`src/rtl/sha256_pkg.sv`:
```
// rtl/sha256_pkg.sv - SHA-256 constants, word types and round helper functions
package sha256_pkg;

  typedef logic [31:0] word_t;
  // Eight-word vector; element 0 sits in the MSBs so {a..h} and {H0..H7} map directly.
  typedef logic [0:7][31:0] hvec_t;

  typedef enum logic [1:0] {
    ST_IDLE  = 2'd0,
    ST_ROUND = 2'd1,
    ST_ADD   = 2'd2,
    ST_DONE  = 2'd3
  } core_state_t;

  localparam word_t K [0:63] = '{
    32'h428a2f98, 32'h71374491, 32'hb5c0fbcf, 32'he9b5dba5,
    32'h3956c25b, 32'h59f111f1, 32'h923f82a4, 32'hab1c5ed5,
    32'hd807aa98, 32'h12835b01, 32'h243185be, 32'h550c7dc3,
    32'h72be5d74, 32'h80deb1fe, 32'h9bdc06a7, 32'hc19bf174,
    32'he49b69c1, 32'hefbe4786, 32'h0fc19dc6, 32'h240ca1cc,
    32'h2de92c6f, 32'h4a7484aa, 32'h5cb0a9dc, 32'h76f988da,
    32'h983e5152, 32'ha831c66d, 32'hb00327c8, 32'hbf597fc7,
    32'hc6e00bf3, 32'hd5a79147, 32'h06ca6351, 32'h14292967,
    32'h27b70a85, 32'h2e1b2138, 32'h4d2c6dfc, 32'h53380d13,
    32'h650a7354, 32'h766a0abb, 32'h81c2c92e, 32'h92722c85,
    32'ha2bfe8a1, 32'ha81a664b, 32'hc24b8b70, 32'hc76c51a3,
    32'hd192e819, 32'hd6990624, 32'hf40e3585, 32'h106aa070,
    32'h19a4c116, 32'h1e376c08, 32'h2748774c, 32'h34b0bcb5,
    32'h391c0cb3, 32'h4ed8aa4a, 32'h5b9cca4f, 32'h682e6ff3,
    32'h748f82ee, 32'h78a5636f, 32'h84c87814, 32'h8cc70208,
    32'h90befffa, 32'ha4506ceb, 32'hbef9a3f7, 32'hc67178f2
  };

  localparam hvec_t IV = {
    32'h6a09e667, 32'hbb67ae85, 32'h3c6ef372, 32'ha54ff53a,
    32'h510e527f, 32'h9b05688c, 32'h1f83d9ab, 32'h5be0cd19
  };

  function automatic word_t rotr(input word_t x, input int unsigned n);
    return (x >> n) | (x << (32 - n));
  endfunction

  function automatic word_t big_sigma0(input word_t x);
    return rotr(x, 2) ^ rotr(x, 13) ^ rotr(x, 22);
  endfunction

  function automatic word_t big_sigma1(input word_t x);
    return rotr(x, 6) ^ rotr(x, 11) ^ rotr(x, 25);
  endfunction

  function automatic word_t small_sigma0(input word_t x);
    return rotr(x, 7) ^ rotr(x, 18) ^ (x >> 3);
  endfunction

  function automatic word_t small_sigma1(input word_t x);
    return rotr(x, 17) ^ rotr(x, 19) ^ (x >> 10);
  endfunction

  function automatic word_t ch(input word_t e, input word_t f, input word_t g);
    return (e & f) ^ (~e & g);
  endfunction

  function automatic word_t maj(input word_t a, input word_t b, input word_t c);
    return (a & b) ^ (a & c) ^ (b & c);
  endfunction

endpackage

```
`src/rtl/sha256_round.sv`:
```
// rtl/sha256_round.sv - one combinational SHA-256 compression round
module sha256_round
  import sha256_pkg::*;
(
  input  hvec_t       vin,
  input  logic [31:0] k,
  input  logic [31:0] w,
  output hvec_t       vout
);

  word_t t1;
  word_t t2;

  always_comb begin
    t1   = vin[7] + big_sigma1(vin[4]) + ch(vin[4], vin[5], vin[6]) + k + w;
    t2   = big_sigma0(vin[0]) + maj(vin[0], vin[1], vin[2]);
    vout = {t1 + t2, vin[0], vin[1], vin[2], vin[3] + t1, vin[4], vin[5], vin[6]};
  end

endmodule

```
`src/rtl/sha256_iter_core.sv`:
```
// rtl/sha256_iter_core.sv - iterative multi-block SHA-256 core with optional double hash
module sha256_iter_core
  import sha256_pkg::*;
#(
  parameter int UNROLL    = 1,
  parameter int DOUBLE_EN = 1
) (
  input  logic         clk,
  input  logic         rst_n,
  input  logic         in_valid,
  output logic         in_ready,
  input  logic [511:0] in_block,
  input  logic         in_first,
  input  logic         in_last,
  input  logic         in_double,
  output logic         out_valid,
  input  logic         out_ready,
  output logic [255:0] out_digest,
  output logic         busy
);

  localparam logic [5:0] STEP     = 6'(UNROLL);
  localparam logic [5:0] LAST_CNT = 6'(64 - UNROLL);

  core_state_t state;
  logic [5:0]  cnt;
  word_t       win [16];
  hvec_t       vars;
  hvec_t       hreg;
  logic        first_q;
  logic        last_q;
  logic        dbl_q;
  logic        pass_q;

  word_t       ext [16 + UNROLL];
  hvec_t       rnd_out;
  hvec_t       hbase;
  hvec_t       hsum;

  assign in_ready = rst_n && (state == ST_IDLE) && !out_valid;
  assign busy     = (state != ST_IDLE);

  // Extended schedule: later new words may depend on words produced earlier in the same edge.
  always_comb begin
    for (int i = 0; i < 16; i++) ext[i] = win[i];
    for (int j = 0; j < UNROLL; j++)
      ext[16 + j] = small_sigma1(ext[14 + j]) + ext[9 + j] + small_sigma0(ext[1 + j]) + ext[j];
  end

  for (genvar j = 0; j < UNROLL; j++) begin : g_round
    hvec_t vin;
    hvec_t vout;
    if (j == 0) begin : g_head
      assign vin = vars;
    end else begin : g_link
      assign vin = g_round[j-1].vout;
    end
    sha256_round u_round (
      .vin  (vin),
      .k    (K[cnt + 6'(j)]),
      .w    (win[j]),
      .vout (vout)
    );
  end

  assign rnd_out = g_round[UNROLL-1].vout;

  always_comb begin
    hbase = first_q ? IV : hreg;
    hsum  = '0;
    for (int i = 0; i < 8; i++) hsum[i] = hbase[i] + vars[i];
  end

  always_ff @(posedge clk or negedge rst_n) begin
    if (!rst_n) begin
      state      <= ST_IDLE;
      cnt        <= '0;
      for (int i = 0; i < 16; i++) win[i] <= '0;
      vars       <= '0;
      hreg       <= IV;
      first_q    <= 1'b0;
      last_q     <= 1'b0;
      dbl_q      <= 1'b0;
      pass_q     <= 1'b0;
      out_valid  <= 1'b0;
      out_digest <= '0;
    end else begin
      case (state)
        ST_IDLE: begin
          if (in_valid && in_ready) begin
            for (int i = 0; i < 16; i++) win[i] <= in_block[511 - 32*i -: 32];
            vars    <= in_first ? IV : hreg;
            first_q <= in_first;
            last_q  <= in_last;
            dbl_q   <= in_double && (DOUBLE_EN != 0);
            pass_q  <= 1'b0;
            cnt     <= '0;
            state   <= ST_ROUND;
          end
        end
        ST_ROUND: begin
          for (int i = 0; i < 16; i++) win[i] <= ext[i + UNROLL];
          vars <= rnd_out;
          cnt  <= cnt + STEP;
          if (cnt == LAST_CNT) state <= ST_ADD;
        end
        ST_ADD: begin
          hreg <= hsum;
          if (!last_q) begin
            state <= ST_IDLE;
          end else if (dbl_q && !pass_q) begin
            // Second pass hashes the 32-byte digest as a single padded block from IV.
            for (int i = 0; i < 8; i++) win[i] <= hsum[i];
            win[8] <= 32'h80000000;
            for (int i = 9; i < 15; i++) win[i] <= '0;
            win[15] <= 32'h00000100;
            vars    <= IV;
            first_q <= 1'b1;
            pass_q  <= 1'b1;
            cnt     <= '0;
            state   <= ST_ROUND;
          end else begin
            out_digest <= hsum;
            out_valid  <= 1'b1;
            state      <= ST_DONE;
          end
        end
        ST_DONE: begin
          if (out_ready) begin
            out_valid <= 1'b0;
            state     <= ST_IDLE;
          end
        end
        default: state <= ST_IDLE;
      endcase
    end
  end

endmodule
```
`config.mk`:
```
export PLATFORM = sky130hd
export DESIGN_NAME = sha256_iter_core
export DESIGN_NICKNAME = d
export VERILOG_FILES = /design/src/rtl/sha256_pkg.sv /design/src/rtl/sha256_round.sv /design/src/rtl/sha256_iter_core.sv
export SDC_FILE = /design/constraint.sdc
export NUM_CORES = 2
export LEC_CHECK = 0
export ABC_AREA = 1
export CAP_MARGIN = 40
export CELL_PAD_IN_SITES_DETAIL_PLACEMENT = 0
export CELL_PAD_IN_SITES_GLOBAL_PLACEMENT = 1
export CORE_MARGIN = 2
export CORE_UTILIZATION = 39
export DETAILED_ROUTE_END_ITERATION = 8
export PLACE_DENSITY = 0.8
export SYNTH_ARGS = -nofsm -noshare
export SYNTH_HDL_FRONTEND = slang
export SYNTH_HIERARCHICAL = 1
export SYNTH_SLANG_ARGS = --single-unit
export TNS_END_PERCENT = 5
```
`constraint.sdc`:
```
create_clock -name clk -period 6.6 [get_ports clk]
set_input_delay 1.98 -clock clk [delete_from_list [all_inputs] [get_ports clk]]
set_output_delay 1.98 -clock clk [all_outputs]
set_load 0.01 [all_outputs]
```
# Word level (Yosys, flattened, before mapping)
# Memories as Yosys holds them, arrays and structs flattened.
# Index checks and enable logic that the tools add are counted.
[word_totals]
romBits = 2048
memories = 1
output_inout_bits = 259
regBits = 1293
input_bits = 519
word_cells = 149
[classes]
n_eq_ne = 10
n_mux = 32
n_bitwise = 29
addsub = 19
reduce_logical = 17
magnitude_cmp = 1
[mem_list]
columns = ["name", "words", "width", "read_ports", "rd_ports_with_merged_regs", "write_ports", "line_no", "text"]
rows = [
  ["(no name shown)", 64, 32, 1, 0, 0, "sha256_iter_core.sv:60", ".k (K[cnt + 6'(j)]),"],
]
[ops]
columns = ["op", "count"]
rows = [
  ["$mux W512", 3],
  ["$pmux W512 S3", 1],
  ["$mux W256", 5],
  ["$pmux W256 S3", 1],
  ["$add A32 B32 Y32", 18],
  ["$xor A32 B32 Y32", 9],
  ["$and A32 B32 Y32", 5],
  ["$mux W32", 2],
  ["$not A32 Y32", 1],
  ["$or A10 B32 Y32", 1],
  ["$or A13 B32 Y32", 1],
  ["$or A14 B32 Y32", 1],
  ["$or A15 B32 Y32", 1],
  ["$or A19 B32 Y32", 1],
  ["$or A21 B32 Y32", 1],
  ["$or A25 B32 Y32", 1],
  ["$or A26 B32 Y32", 1],
  ["$or A30 B32 Y32", 1],
  ["$or A7 B32 Y32", 1],
  ["$xor A32 B22 Y32", 1],
  ["$xor A32 B29 Y32", 1],
  ["$mux W6", 3],
  ["$pmux W6 S3", 1],
  ["$reduce_and A4 Y1", 3],
  ["other kinds (20)", 44],
]

# Depth between registers and ports, before layout
[logic_depth]
depth_word = 9
mapped_depth = 51
depth_no_buf = 51

# Hierarchy
# Netlist, hierarchy kept.
[by_module_without_submodules]
columns = ["module", "n_inst", "seq_area_each_um2", "area_per_inst_um2", "cells_each"]
rows = [
  ["sha256_iter_core", 1, 32526.2, 85639.6, 12153],
  ["sha256_round", 1, 0.0, 12862.3, 1916],
]

# Worst setup path before layout
# No wires, ideal clock.
[synth_path]
path_kind = "flip-flop to flip-flop"
from = "register cnt[1]"
to = "register vars, in the netlist g_round[0].vin[247]"
period_less_slack_ns = 6.896
path_slack_ns = -0.296
path_stages_with_launch = 43
arrival_time_ns = 6.779
required_ns = 6.484
setup_ns = 0.116
path_buffers = 0
path_cell_list = "dfrtp_1 -> inv_1 -> ha_1 -> inv_1 -> nor2_1 -> inv_1 -> nor2_1 -> inv_1 -> o2111ai_1 -> nand3_1 -> nand2_1 -> fa_1 -> inv_1 -> fa_1 -> fa_1 -> inv_1 -> ha_1 -> fa_1 -> [... 7 more ...] -> inv_1 -> fa_1 -> inv_1 -> ha_1 -> nand2_1 -> inv_1 -> nand2_1 -> inv_1 -> a21oi_1 -> nand2_1 -> a21oi_1 -> o21ai_0 -> nand2_1 -> nand2_1 -> nand2_1 -> o21ai_0 -> nand2_1 -> nand2_1"
[synth_lines]
columns = ["item", "line_no", "text"]
rows = [
  ["from (decl)", "sha256_iter_core.sv:26", "logic [5:0] cnt;"],
  ["from (signal assigned)", "sha256_iter_core.sv:104", "cnt <= cnt + STEP;"],
  ["to (signal assigned)", "sha256_iter_core.sv:92", "vars <= in_first ? IV : hreg;"],
  ["to (signal assigned)", "sha256_iter_core.sv:103", "vars <= rnd_out;"],
  ["to (decl)", "sha256_iter_core.sv:28", "hvec_t vars;"],
]

==> key figures <==
Outcome
  • Status: complete, but fails checks
  • Violated checks: negative setup slack

Placed design
  • Dpl ws: -0.984 ns
  • Gp weighted congestion: 1.03
  • Placed Instance Area: 113000 um2
  • Inst Count DP: around 18000
  • Dpl hpwl: 398 mm
  • PortBufs: between 700 and 800

Detailed routing
  • 1st-pass router iterations: 9
  • 1st-iter DRT viols: 11200
  • DRC errors left: 0
  • Vias per Instance: 5.39
  • Via count: 100000
  • Antenna Nets Post-Route: 0
  • Drt total wl: between 400 and 500 mm
  • Wire per inst: approximately 27 um

Worst setup path
  • Critical path arrival: 7.78 ns
  • Critical path's largest stage delay: 0.51 ns
  • Critical path class: flop to flop
  • Critical path launch point type: flop
  • Type of element capturing the critical path: flop
  • Critical Path Fanout Max: 4
  • Slowest cell on the critical path: fa_1
  • Required time worst endpoint: 7.31 ns

Synth
  • Ys async rst share: 100%
  • Netlist cell types: 70
  • Post-Synthesis Cells: 14100
  • Synth Area per Inst: 7.00 um2
  • Seq cells post-synth: about 1300
  • Number of flops mapped to enable cells by yosys: 0
  • Main synth FF type: dfrtp_1
  • Syn Nets: 15200
  • Register area share after synthesis: 33.0%
  • Ys Warns: 6
  • Mapped cell area: 98500 um2

STA
  • Final critical-path share of the clock period: 107%
  • TNS Setup: -9.09 ns
  • Max Slew Vio Count: 0
  • Slew at the pin closest to its max-slew limit: approximately 1.2 ns
  • Min cycle time layout: 7.07 ns
  • Worst clock skew: 0.0587 ns
  • RSZ-0062 raised after global routing: true
  • Setup ws final: -0.472 ns
  • Highest Clock Rate: 141 MHz
  • Final Hold Fails: 0
  • Final setup violating endpoints: 37
  • Slew HR: 20.8%

Floorplanning
  • Die Footprint: 257000 um2
  • Row count: 184
  • Chip width: a little over 500 um
  • Die extent in y: 507 um
  • Num ports: 778
  • Initial Util: 39.2%
  • CORE AREA: around 250000 um2

Final layout
  • Design area: 121000 um2
  • Most common cell after layout, fill and taps aside: nand2_1
  • Share of post-route cells with drive strength above 1: 12.5%
  • Layout Cells excl Fill: 18600
  • Most frequent cells in the layout: nand2_1 (4778), inv_1 (1929), dfrtp_1 (1154)
  • Area grow syn2layout: 23.1%
  • Final nets: 16200

GRT
  • Largest net degree at the start of global routing: 175
  • Grt total ovfl: 0
  • Vias in the first global route: 95100
  • GRT Total Usage: between 30% and 40%
  • Initial antenna violation count: 60
  • First-pass GRT wire length: between 600 and 700 mm

Clock tree
  • Hold_buf cts: 0
  • Clock sinks: 1293
  • Skew-Pair Late Insertion Delay: between 0.8 and 0.9 ns
  • CTS Root Cell: clkbuf_16
  • Max Buffers Root-to-Sink: 3
  • Clock transition at the register clock pins on the worst setup and hold paths after CTS: approximately 0.06 ns
  • CTS tree: built
  • Htree depth: 4
  • CTS buffer count: 156

Job
  • Max Cap Viol: 0

Worst hold path
  • Hold Crit Class: flop to flop
cells in the mapped netlist, types with 215 or more instances:
| master | number | area share [%] |
|---|---|---|
| nor2_1 | 761 | 2.9 |
| o21ai_0 | 832 | 4.2 |
| nand2_1 | 4840 | 18 |
| ha_1 | 394 | 5.0 |
| nand3_1 | 590 | 3.0 |
| clkbuf_1 | 389 | 1.5 |
| dfrtp_1 | 1157 | 29 |
| xnor2_1 | 215 | 1.9 |
| xor2_1 | 234 | 2.1 |
| inv_1 | 1975 | 7.5 |
| a21oi_1 | 443 | 2.3 |
| buf_4 | 232 | 1.8 |
| a221oi_1 | 223 | 2.0 |
cell families (layout without fill, tap and decap cells):
| family | count (synthesis) | count (layout) | synth area share, % |
|---|---|---|---|
| and+or+nand+nor | 6587 | 6587 | 26.8 |
| other | 0 | 29 | 0 |
| buffers and inverters | 2817 | 3961 | 11.9 |
| adders and majority gates | 590 | 590 | 8.98 |
| DFF | 1293 | 1293 | 33.0 |
| AOI/OAI and AO/OA | 2300 | 2300 | 14.9 |
| xor gates and xnor gates | 450 | 450 | 4.01 |
| muxes | 32 | 32 | 0.337 |
per-stage QoR:
| stage | hold WS, ns | utilization [%] |
|---|---|---|
| after floorplan | 0.449 | - |
| after global placement | 0.457 | 45.1 |
| after detailed placement | 0.460 | 45.1 |
| after CTS | 0.474 | 48.0 |
| after global routing | 0.492 | 48.3 |
| final | 0.473 | 48.3 |
area by class of cell:
cell class	count	area (um2)
Fill cell	25700	130000
Multi-Input combinational cell	9959	56500
Sequential cell	1293	32500
Timing Repair Buffer	1679	15200
Inverter	1991	7540
Clock buffer	239	4710
Tap cell	3348	4190
Clock inverter	52	618
Antenna cell	29	72.6
layer usage:
layer	GRT usage (%)	share of wire, %	up-vias
met4	18.4	5.7	28
li1	-	-	46500
met5	0.0185	0.038	-
met2	56.8	43	4610
met3	7.92	9.0	813
met1	51.1	42	48300
registers in the layout, summed over array words and instances, names as in the netlist:
| signal | flops |
|---|---|
| hreg | 256 |
| state | 2 |
| out_valid | 1 |
| out_digest | 256 |
| pass_q | 1 |
| ext | 512 |
| dbl_q | 1 |
| g_round.vin | 256 |
| first_q | 1 |
| cnt | 6 |
| last_q | 1 |
final timing paths:
kind,depth (start not counted),startpoint,to,slack (ns)
min in group asynchronous,1,rst_n,ext[58],0.95
setup / recovery,39,cnt[0],g_round[0].vin[254],-0.47
setup reg to reg,39,cnt[0],g_round[0].vin[254],-0.47
max in group asynchronous,3,rst_n,hreg[76],3.59
hold / removal,2,out_digest[194],out_digest[194],0.47
hold reg to reg,2,out_digest[194],out_digest[194],0.47
repair_timing:
action,in CTS,in global routing
gates resized for setup,390,164
buffers inserted,28,8
pin swaps,101,82
hold endpoints to repair,0,0
endpoints found under the setup margin,51,51
critical path: cells and delay by family (launching register included):
family | cells | cell delay [ns]
flip-flops | 1 | 0.40
buffers and inverters | 10 | 1.07
AND/OR/NAND/NOR | 12 | 0.98
adder cells (fa/ha/maj) | 8 | 2.92
AO/OA/AOI/OAI | 8 | 1.38
XOR/XNOR | 1 | 0.15
Power is not shown: default switching activity piles up to over one toggle a cycle in this logic, so the estimate is an artifact.
